--- src/rtl/apb_master_bridge.sv ---
// Valid/ready request/response to AMBA3/4 APB master bridge.
// Decodes one of P_NUM slave windows and runs SETUP/ACCESS with wait states and an optional timeout.
module apb_master_bridge #(
   parameter int unsigned P_NUM        = 3,
   parameter logic [31:0] P_ADDR_START = 32'h0000_0000,
   parameter int unsigned P_SIZE       = 1024,
   parameter int unsigned P_TIMEOUT    = 255
) (
   input  logic                  PCLK,
   input  logic                  PRESET,
   input  logic                  req_valid,
   output logic                  req_ready,
   input  logic [31:0]           req_addr,
   input  logic                  req_write,
   input  logic [31:0]           req_wdata,
   input  logic [3:0]            req_strb,
   input  logic [2:0]            req_prot,
   output logic                  rsp_valid,
   input  logic                  rsp_ready,
   output logic [31:0]           rsp_rdata,
   output logic                  rsp_err,
   output logic [P_NUM-1:0]      PSEL,
   output logic [31:0]           PADDR,
   output logic                  PENABLE,
   output logic                  PWRITE,
   output logic [31:0]           PWDATA,
   output logic [3:0]            PSTRB,
   output logic [2:0]            PPROT,
   input  logic [32*P_NUM-1:0]   PRDATA,
   input  logic [P_NUM-1:0]      PREADY,
   input  logic [P_NUM-1:0]      PSLVERR
);

   localparam int IW = (P_NUM > 1) ? $clog2(P_NUM) : 1;
   localparam int SW = $clog2(P_SIZE);
   localparam int CW = (P_TIMEOUT > 0) ? $clog2(P_TIMEOUT + 1) : 1;

   typedef enum logic [1:0] {IDLE, SETUP, ACCESS, RESP} state_t;

   state_t        state, state_nx;
   logic [IW-1:0] idx;
   logic [CW-1:0] cnt;
   logic [CW:0]   cnt_inc;
   logic [31:0]   off, dec_idx;
   logic          hit, accept, tmo;
   logic          s_ready, s_err;
   logic [31:0]   s_rdata;

   assign off       = req_addr - P_ADDR_START;
   assign dec_idx   = off >> SW;
   assign hit       = (req_addr >= P_ADDR_START) && (dec_idx < P_NUM);
   assign req_ready = (state == IDLE) && !PRESET;
   assign accept    = req_valid && req_ready;
   assign rsp_valid = (state == RESP);
   assign PENABLE   = (state == ACCESS);
   assign cnt_inc   = {1'b0, cnt} + {{CW{1'b0}}, 1'b1};
   // Abort on the P_TIMEOUT-th ACCESS cycle that still sees PREADY low.
   assign tmo       = (P_TIMEOUT != 0) && (cnt_inc == (CW+1)'(P_TIMEOUT));

   // Only the selected slave's return signals are observed.
   always_comb begin
      s_ready = 1'b0;
      s_err   = 1'b0;
      s_rdata = '0;
      PSEL    = '0;
      for (int i = 0; i < P_NUM; i++) begin
         if (idx == IW'(i)) begin
            s_ready = PREADY[i];
            s_err   = PSLVERR[i];
            s_rdata = PRDATA[32*i +: 32];
            PSEL[i] = (state == SETUP) || (state == ACCESS);
         end
      end
   end

   always_comb begin
      state_nx = state;
      case (state)
         IDLE:    if (accept) state_nx = hit ? SETUP : RESP;
         SETUP:   state_nx = ACCESS;
         ACCESS:  if (s_ready || tmo) state_nx = RESP;
         RESP:    if (rsp_ready) state_nx = IDLE;
         default: state_nx = IDLE;
      endcase
   end

   always_ff @(posedge PCLK) begin
      if (PRESET) begin
         state     <= IDLE;
         idx       <= '0;
         cnt       <= '0;
         PADDR     <= '0;
         PWRITE    <= 1'b0;
         PWDATA    <= '0;
         PSTRB     <= '0;
         PPROT     <= '0;
         rsp_rdata <= '0;
         rsp_err   <= 1'b0;
      end else begin
         state <= state_nx;
         case (state)
            IDLE: if (accept) begin
               idx       <= hit ? dec_idx[IW-1:0] : '0;
               cnt       <= '0;
               PADDR     <= req_addr;
               PWRITE    <= req_write;
               PWDATA    <= req_wdata;
               PSTRB     <= req_write ? req_strb : 4'h0;
               PPROT     <= req_prot;
               rsp_rdata <= '0;
               rsp_err   <= !hit;
            end
            ACCESS: begin
               if (s_ready) begin
                  rsp_err   <= s_err;
                  rsp_rdata <= (!PWRITE && !s_err) ? s_rdata : '0;
               end else if (tmo) begin
                  rsp_err   <= 1'b1;
                  rsp_rdata <= '0;
               end else begin
                  cnt <= cnt_inc[CW-1:0];
               end
            end
            default: ;
         endcase
      end
   end

endmodule

--- config.mk ---
export PLATFORM = sky130hd
export DESIGN_NAME = apb_master_bridge
export DESIGN_NICKNAME = d
export VERILOG_FILES = /design/src/rtl/apb_master_bridge.sv
export SDC_FILE = /design/constraint.sdc
export NUM_CORES = 1
export LEC_CHECK = 0
export ABC_AREA = 1
export BUFFER_PORTS_ARGS = -buffer_cell sky130_fd_sc_hd__buf_2
export CORE_AREA = 2 2 114 116
export CTS_CLUSTER_DIAMETER = 50
export DETAILED_ROUTE_END_ITERATION = 10
export DIE_AREA = 0 0 116 118
export GPL_TIMING_DRIVEN = 1
export MAX_ROUTING_LAYER = met4
export PLACE_DENSITY_LB_ADDON = 0.2
export SLEW_MARGIN = 10
export SYNTH_ARGS = -nofsm -noshare
export SYNTH_HDL_FRONTEND = slang
export SYNTH_SLANG_ARGS = --single-unit
export TNS_END_PERCENT = 5
--- constraint.sdc ---
create_clock -name PCLK -period 2.03 [get_ports PCLK]
set_input_delay 0.1015 -clock PCLK [delete_from_list [all_inputs] [get_ports PCLK]]
set_output_delay 0.1015 -clock PCLK [all_outputs]
set_load 0.005 [all_outputs]
==> results of run 1 <==
## power breakdown
part	internal [mW]	total (mW)	switching [mW]
combinational	1.56	3.54	1.98
sequential	2.87	3.20	0.320
clock	1.82	2.96	1.14
total	6.26	9.70	3.44
## registers in the layout (all words and copies together), names as in the netlist
| register | cells |
|---|---|
| PADDR | 32 |
| PPROT | 3 |
| PSTRB | 4 |
| PWDATA | 32 |
| PWRITE | 1 |
| cnt | 8 |
| idx | 2 |
| rsp_err | 1 |
| rsp_rdata | 32 |
| state | 2 |
## metal layers
metal	GRT usage (%)	part of all wire, %	routed length [um]
met1	31.2	41	7710
met3	6.23	7.5	1410
met4	11.5	3.0	563
met5	-	0	0
met2	43.7	48	9010
## worst max-delay path: cells and delay by family, from the launching register on
family	cells	cell delay, ps
and+or+nand+nor	7	820
DFF	1	310
buffers and inverters	2	410
adders and majority gates	1	240
## cell families (layout without fill, tap and decap cells)
| kind of cell | after synthesis | count (layout) |
|---|---|---|
| xor+xnor | 2 | 2 |
| compound gates | 123 | 123 |
| simple gates | 506 | 506 |
| buf+inv | 80 | 431 |
| flops | 117 | 117 |
| fa+ha+maj | 5 | 5 |
## stage by stage
step                std cells  hold slack (ps)  power (mW)  util, %
floorplan                 833              214        5.43        -
global route             1356              127        10.4     68.2
CTS                      1355              111        9.65     67.9
finish                   1356              123        9.70     68.2
global placement         1251              298        6.54     57.4
detailed placement       1251              311        6.58     57.4
## cell usage in the layout, fill, tap and decap left out, types with 5 or more instances in the layout
cell type / Yosys / final
nand2_1: 316 / 316
buf_2: 22 / 288
dfxtp_1: 117 / 117
nand3_1: 106 / 106
dlygate4sd3_1: 0 / 72
o21ai_0: 67 / 67
nor2_1: 66 / 63
a21oi_1: 42 / 42
clkbuf_16: 0 / 18
inv_1: 18 / 17
a21oi_2: 10 / 10
buf_4: 4 / 9
nand4_1: 7 / 7
nor2_2: 3 / 5
ha_1: 5 / 5
buf_12: 0 / 5
## area by class of cell
cell class | instances | area share [%]
Multi-Input combinational cell | 636 | 33.9
Timing Repair Buffer | 377 | 28.1
Sequential cell | 117 | 27.7
Clock buffer | 18 | 5.07
Tap cell | 172 | 2.54
Clock inverter | 14 | 1.82
Inverter | 22 | 0.975
## timing repair
action / CTS / global route
hold buffers: 72 / 0
setup endpoints to repair: 0 / 33
gates resized for setup: 0 / 4
hold endpoints to repair: 73 / 0
## worst min path at each step
stage / slack [ps] / cells after the start / to
floorplan: 210 / 2 / PADDR[0]$_SDFFE_PP0P_
global placement: 300 / 3 / PWDATA[29]$_SDFFE_PP0P_
detailed placement: 310 / 3 / PWDATA[30]$_SDFFE_PP0P_
CTS: 110 / 3 / cnt[4]$_SDFFE_PP0P_
global route: 130 / 3 / PSTRB[3]$_SDFFE_PP0P_
finish: 120 / 3 / PSTRB[3]$_SDFFE_PP0P_
==> results.ini, run 1 <==
[run_status]
status=complete, no violations

[placed_design]
gp_congestion=0.830
dp_slack_ps=95.3
io_buffer_count=288
placed_area_mm2=0.00713
place_hpwl_um=11800

[logic_synthesis]
avgSynthCellArea_um2=6.69
synth_xor_area_share_pct=0.315
synth_edf_count=0
synth_compound_area_share_pct=12.1
netlist_instances=833
synth.most_common_cell=nand2_1
synth_top_family_by_area=simple AND/OR/NAND/NOR gates
ys_seq_elements=117
synthTopCellsByArea=dfxtp_1 42%, nand2_1 21%, nand3_1 9.5%
yosys_warnings=0
synthFlopType=dfxtp_1
synth_seq_area_share_pct=42.1
synth_common_cells=316 x nand2_1, 117 x dfxtp_1, 106 x nand3_1
yosys-mux-area-fraction_pct=0
synthSimpleGateAreaFrac_pct=37.6
synthArstFlopShare_pct=0
synth_area_mm2=0.00557
synthAdderAreaFrac_pct=1.12
synth_area_leader_cell=dfxtp_1
synth_top_area_share_pct=42.1
syn_nets=1016
synth.distinct_cells=28

[die]
start_util_pct=44.9
num_io_pins=289
die_area_mm2=0.0137
core_area_mm2=0.0124
die_w_um=116
die-height_um=118
core.rowCount=41

[finish]
syn2layout_area_growth_pct=52.1
ff_latch_area_mm2=0.00234
multi_input_area_mm2=0.00287
final_nets=1354
fill_cells=1093
diodes=0
drive_gt1_share_pct=30.8
fin_area_mm2=0.00847

[route]
vias=6758
drt-pass1-iter-count=5
ant_nets=0
drt_iter0_markers=414
avgViaCountPerCell=4.98
drt_wl_total_um=18700
drcViolationCount=0
wl_per_cell_um=13.8

[clock_tree]
htreeDepth=4
cts_setup_buffers=0
clock_path_buffers=2
cts_tree=done
clock_sinks=117
clk_latency_ps=410
clkTransAtPathRegs_ps=50
cts-root-buf=clkbuf_16
numCtsBuffers=17

[worst_setup_path]
timing.rr.start=state[0]$_SDFFE_PP0P_
crit_start=state[0]$_SDFFE_PP0P_
crit_path_start_kind=flip-flop
endpoint=cnt[0]$_SDFFE_PP0P_
reg2reg_depth=10
reg2reg_slack_ps=180
path_class=reg2reg
critPathArrivalTime_ps=2190
critPathCaptureType=flip-flop
slowest_stage=buf_4
cp.required_ps=2370
slowest_delay_ps=320
worstPathCellList=inv_1, ha_1, and3_4, nor2_1, nor2_4, buf_4, nand3_1, nand2_1, nand2_1, nor2_1
reg2reg_to=cnt[0]$_SDFFE_PP0P_
critPathMaxFanout=30

[pwr]
p_leak_nw=4.05
irDropWorstVdd_mv=0.661
powerDensity_mw_per_mm2=1140

[global_route]
grt_max_degree=132
grt_antenna_before_repair=0
grt_overflow=0
grtUsageTotal_pct=26.8
grt_pass1_wl_um=28600
grt_pass1_vias=6169

[job]
max_cap_viol_count=0

[sta]
finalCriticalPeriod_ps=1850
tns_ps=0
setup_ws_ps=178
worst_pin_slew_ps=1070
final.setup_skew_ps=9.37
rsz0062_at_grt=false
fmax_ghz=0.540
min_period_over_period_pct=91.2
setup_violations=0
max_slew_margin_pct=28.6
finalHoldViolCount=0
drv_slew=0

[min_path]
hold_start=PRESET
hp-class=in2reg

Power figures use the tool's default switching activity.
==> run 2: changes to the inputs <==
- BUFFER_PORTS_ARGS: -buffer_cell sky130_fd_sc_hd__buf_2 -> default
- CORE_AREA: 2 2 114 116 -> 2 2 112 114
- DIE_AREA: 0 0 116 118 -> 0 0 114 116
- DONT_BUFFER_PORTS: default -> 1
==> results.ini, run 2 (synthesis gave the netlist of run 1 again) <==
[min_path]
hold_end=state[0]$_SDFFE_PP0P_
worstHoldPathCells=4
hold_start=rsp_ready
hp-class=in2reg

[finish]
mostFrequentLayoutCells=316 x nand2_1, 117 x dfxtp_1, 106 x nand3_1, 73 x dlygate4sd3_1, 67 x o21ai_0
multi_input_area_mm2=0.00287
drive_gt1_share_pct=8.50
diodes=0
fin_area_mm2=0.00698
final_common_cell=nand2_1
fill_cells=1091
final_nets=1064
ff_latch_area_mm2=0.00234
largest_registers=PADDR (32), PWDATA (32), rsp_rdata (32)
syn2layout_area_growth_pct=25.4

[clock_tree]
clock_path_buffers=2
clk_latency_ps=400
htreeDepth=4
cts_tree=done
numCtsBuffers=17
cts-root-buf=clkbuf_16
clock_sinks=117
clkTransAtPathRegs_ps=60
cts_setup_buffers=0

[route]
drcViolationCount=0
drt_iter0_markers=389
drt-pass1-iter-count=5
vias=5664
drt_wl_total_um=16700
wl_per_cell_um=16.0
avgViaCountPerCell=5.44
ant_nets=0

[pwr]
p_leak_nw=2.78
fin_total_pwr_mw=9.07
powerDensity_mw_per_mm2=1300
irDropWorstVdd_mv=0.584

[sta]
drv_slew=0
worst_pin_slew_ps=1060
max_slew_margin_pct=29.3
finalHoldViolCount=0
rsz0062_at_grt=false
fmax_ghz=0.541
finalCriticalPeriod_ps=1850
tns_ps=0
final.setup_skew_ps=8.59
min_period_over_period_pct=91.0
setup_violations=0

[placed_design]
io_buffer_count=0
place_hpwl_um=10900
gp_congestion=0.835
placed_area_mm2=0.00563

[worst_setup_path]
reg2reg_to=state[1]$_SDFFE_PP0P_
timing.rr.start=cnt[0]$_SDFFE_PP0P_
critPathArrivalTime_ps=2100
crit_path_start_kind=flip-flop
cp.required_ps=2280
path_class=reg2reg
reg2reg_depth=10
reg2reg_slack_ps=180
critPathCaptureType=flip-flop
critPathMaxFanout=29

[die]
die_area_mm2=0.0132
die_w_um=114
die-height_um=116
core.rowCount=40
start_util_pct=46.8
num_io_pins=289
core_area_mm2=0.0119

[global_route]
grt_pass1_wl_um=24900
grtUsageTotal_pct=24.2
grt_max_degree=137
grt_overflow=0
grt_antenna_before_repair=0
grt_pass1_vias=5144

[run_status]
status=complete, no violations

[job]
max_cap_viol_count=0

## run 2: cell types whose count changed in the layout (fill, tap and decap cells not counted), sizes merged
cell,delta
buf,-291
bufinv,-1
clkbuf,+2
clkinv,-1
clkinvlp,-2
dlygate4sd3,+1
inv,+2
## run 2: report_power, final
part / switching [mW] / internal [mW] / leakage [nW] / total (mW)
combinational: 1.65 / 1.15 / 1.53 / 2.80
sequential: 0.521 / 2.88 / 0.960 / 3.40
clock: 1.10 / 1.77 / 0.286 / 2.87
total: 3.27 / 5.80 / 2.78 / 9.07
## run 2: worst max-delay path by stage
stage,to,slack (ps),startpoint,cells past startpoint
final,state[1]$_SDFFE_PP0P_,180,cnt[0]$_SDFFE_PP0P_,10
after global routing,PSTRB[1]$_SDFFE_PP0P_,10,state[0]$_SDFFE_PP0P_,7
after CTS,PSTRB[0]$_SDFFE_PP0P_,50,state[0]$_SDFFE_PP0P_,7
after detailed placement,PSTRB[0]$_SDFFE_PP0P_,110,state[0]$_SDFFE_PP0P_,7
after global placement,rsp_err$_SDFFE_PP0P_,210,cnt[0]$_SDFFE_PP0P_,10
after floorplan,rsp_rdata[16]$_SDFFE_PP0P_,390,cnt[1]$_SDFFE_PP0P_,10
## run 2: per-stage QoR
stage               util, %  hold WS [ps]  std cells  worst slack, ps
floorplan                 -           214        833              387
global route           58.6          86.1       1041             12.0
CTS                    58.2          63.5       1040             48.6
detailed placement     47.3           180        935              114
finish                 58.6          77.8       1041              183
global placement       47.3           176        935              206
## run 2: final cells by class
type | instances | area share (%)
sequential | 117 | 33.5
timing repair buffer | 87 | 13.3
multi-input combinational | 636 | 41.1
clock buffer | 20 | 6.54
clock inverter | 12 | 1.70
tap | 147 | 2.63
inverter | 22 | 1.24
## run 2: repair_timing
item	4_1_cts	5_1_grt
endpoints found under the hold margin	81	0
resized for setup	0	5
endpoints found under the setup margin	0	31
hold buffers	73	0
## run 2: critical path, stage by stage, from the launching register on
cell     delay (ps)
dfxtp_1         370
ha_1            200
nand3_1         130
xor2_1          190
nor2_2          150
nand2_1          80
nand2_2         140
buf_12          200
nand2_1         100
nand2_1          80
a21oi_1          50
## run 2: layer usage
| layer | vias up | part of all wire, % | GRT usage (%) |
|---|---|---|---|
| li1 | 2796 | - | - |
| met1 | 2611 | 39 | 26.0 |
| met2 | 245 | 51 | 43.4 |
| met3 | 12 | 9.1 | 8.16 |
| met4 | 0 | 0.99 | 5.69 |
| met5 | - | 0 | - |
==> run 3: changes to the inputs <==
--- a/constraint.sdc
+++ b/constraint.sdc
@@ -3,2 +3,2 @@
 set_output_delay 0.1015 -clock PCLK [all_outputs]
-set_load 0.005 [all_outputs]
+set_load 0.05 [all_outputs]
==> results.ini, run 3 (synthesis gave the netlist of run 1 again) <==
[placed_design]
place_hpwl_um=11000
gp_congestion=0.848
place_inst=944
io_buffer_count=0

[finish]
largest_registers=PADDR (32), PWDATA (32), rsp_rdata (32)
final_common_cell=nand2_1
mostFrequentLayoutCells=316 x nand2_1, 116 x dfxtp_1, 106 x nand3_1, 73 x dlygate4sd3_1, 67 x o21ai_0
syn2layout_area_growth_pct=27.3
fin_cells=1053
drive_gt1_share_pct=9.93
diodes=0
final_nets=1076

[die]
core_area_mm2=0.0119
die_w_um=114
num_io_pins=289
die_area_mm2=0.0132
start_util_pct=46.8
core.rowCount=40
die-height_um=116

[route]
wl_per_cell_um=16.5
drt-pass1-iter-count=5
drcViolationCount=0
avgViaCountPerCell=5.43
vias=5720
drt_iter0_markers=433
drt_wl_total_um=17400
ant_nets=0

[sta]
max_slew_margin_pct=30.3
min_period_over_period_pct=95.5
drv_slew=0
worst_pin_slew_ps=1050
fmax_ghz=0.516
finalCriticalPeriod_ps=1940
final.setup_skew_ps=11.3
setup_violations=0
finalHoldViolCount=0
rsz0062_at_grt=true

[clock_tree]
clk_latency_ps=410
clkTransAtPathRegs_ps=50
numCtsBuffers=17
clock_path_buffers=2
clock_sinks=117
htreeDepth=4
cts-root-buf=clkbuf_16
cts_tree=done

[global_route]
grtUsageTotal_pct=24.9
grt_overflow=0
grt_pass1_wl_um=25200
grt_antenna_before_repair=0
grt_pass1_vias=5098
grt_max_degree=102

[worst_setup_path]
critPathCaptureType=flip-flop
crit_path_start_kind=flip-flop
critPathMaxFanout=25
path_class=reg2reg
critPathArrivalTime_ps=2200
cp.required_ps=2290
reg2reg_slack_ps=90

[pwr]
fin_total_pwr_mw=11.3
p_sw_mw=5.36
p_comb_share_pct=27.8
p_seq_share_pct=45.5
swShare_pct=47.4
intPower_mw=5.96
clock_power_share_pct=26.8
powerDensity_mw_per_mm2=1600
irDropWorstVdd_mv=0.743
p_leak_nw=2.83

[job]
max_cap_viol_count=0

[min_path]
hp-class=in2reg

[run_status]
status=complete, no violations

==> run 3: cell types whose count changed in the layout (fill, tap and decap cells not counted), sizes merged <==
| cell | change |
|---|---|
| buf | +9 |
| clkinv | -2 |
| inv | +2 |
| nor2 | +2 |
| bufinv | +1 |
| clkbuf | -1 |
| clkinvlp | +1 |
==> run 3: worst max-delay path, stage by stage, from the launching register on <==
cell and delay, ps:
dfxtp_1 330, inv_1 60, buf_4 130, ha_1 220
buf_4 210, inv_1 220, nor2_4 70, nand2_4 130
buf_12 180, nand2_1 90, nand2_1 80, a21oi_1 70
==> run 3: path summary, 6_finish.rpt <==
path,end,depth (start not counted),from
min,state[0]$_SDFFE_PP0P_,4,rsp_ready
min reg2reg,cnt[7]$_SDFFE_PP0P_,2,cnt[7]$_SDFFE_PP0P_
max,state[1]$_SDFFE_PP0P_,11,state[0]$_SDFFE_PP0P_
max reg2reg,state[1]$_SDFFE_PP0P_,11,state[0]$_SDFFE_PP0P_
==> run 3: routing by layer <==
layer  track usage [%]  share of wire [%]  routed length (um)
met3              8.32                8.8                1530
met1              26.9                 39                6700
met5                 -                  0                   0
met2              42.8                 51                8780
met4              9.02                1.9                 337
==> run 3: power by group through the flow <==
| stage | combinational, mW | sequential (mW) | clock (mW) |
|---|---|---|---|
| 4_1_cts | 3.02 | 5.14 | 3.06 |
| 3_5_place_dp | 2.82 | 5.18 | 0 |
| 2_1_floorplan | 2.31 | 5.03 | 0 |
| 3_3_place_gp | 2.69 | 5.19 | 0 |
| 5_1_grt | 3.53 | 5.20 | 3.16 |
| 6_report | 3.14 | 5.15 | 3.03 |
==> run 3: per-stage QoR <==
step	TNS [ps]	instance area [um2]	hold slack [ps]	worst slack [ps]	util, %
global placement	-3610	5670	177	-186	47.6
floorplan	0	5570	214	28.2	-
finish	0	7090	26.4	92.2	59.5
detailed placement	-8640	5670	179	-249	47.6
CTS	0	6940	-256	7.24	58.2
global route	-85.9	7090	59.3	-44.9	59.5
==> run 3: final cells by class <==
class                           instances  area [um2]
Clock buffer                           18         429
Clock inverter                         14         165
Fill cell                            1075        4820
Inverter                               22        86.3
Multi-Input combinational cell        638        2890
Sequential cell                       117        2340
Tap cell                              147         184
Timing Repair Buffer                   97         988
==> run 3: repair_timing <==
item                                    in CTS  in global routing
endpoints found under the hold margin       81                 16
cloned                                       2                  1
gates resized for setup                      2                 12
pin swaps                                    1                  2
hold buffers                                65                  8
endpoints found under the setup margin      61                 86
setup buffers                                0                  1
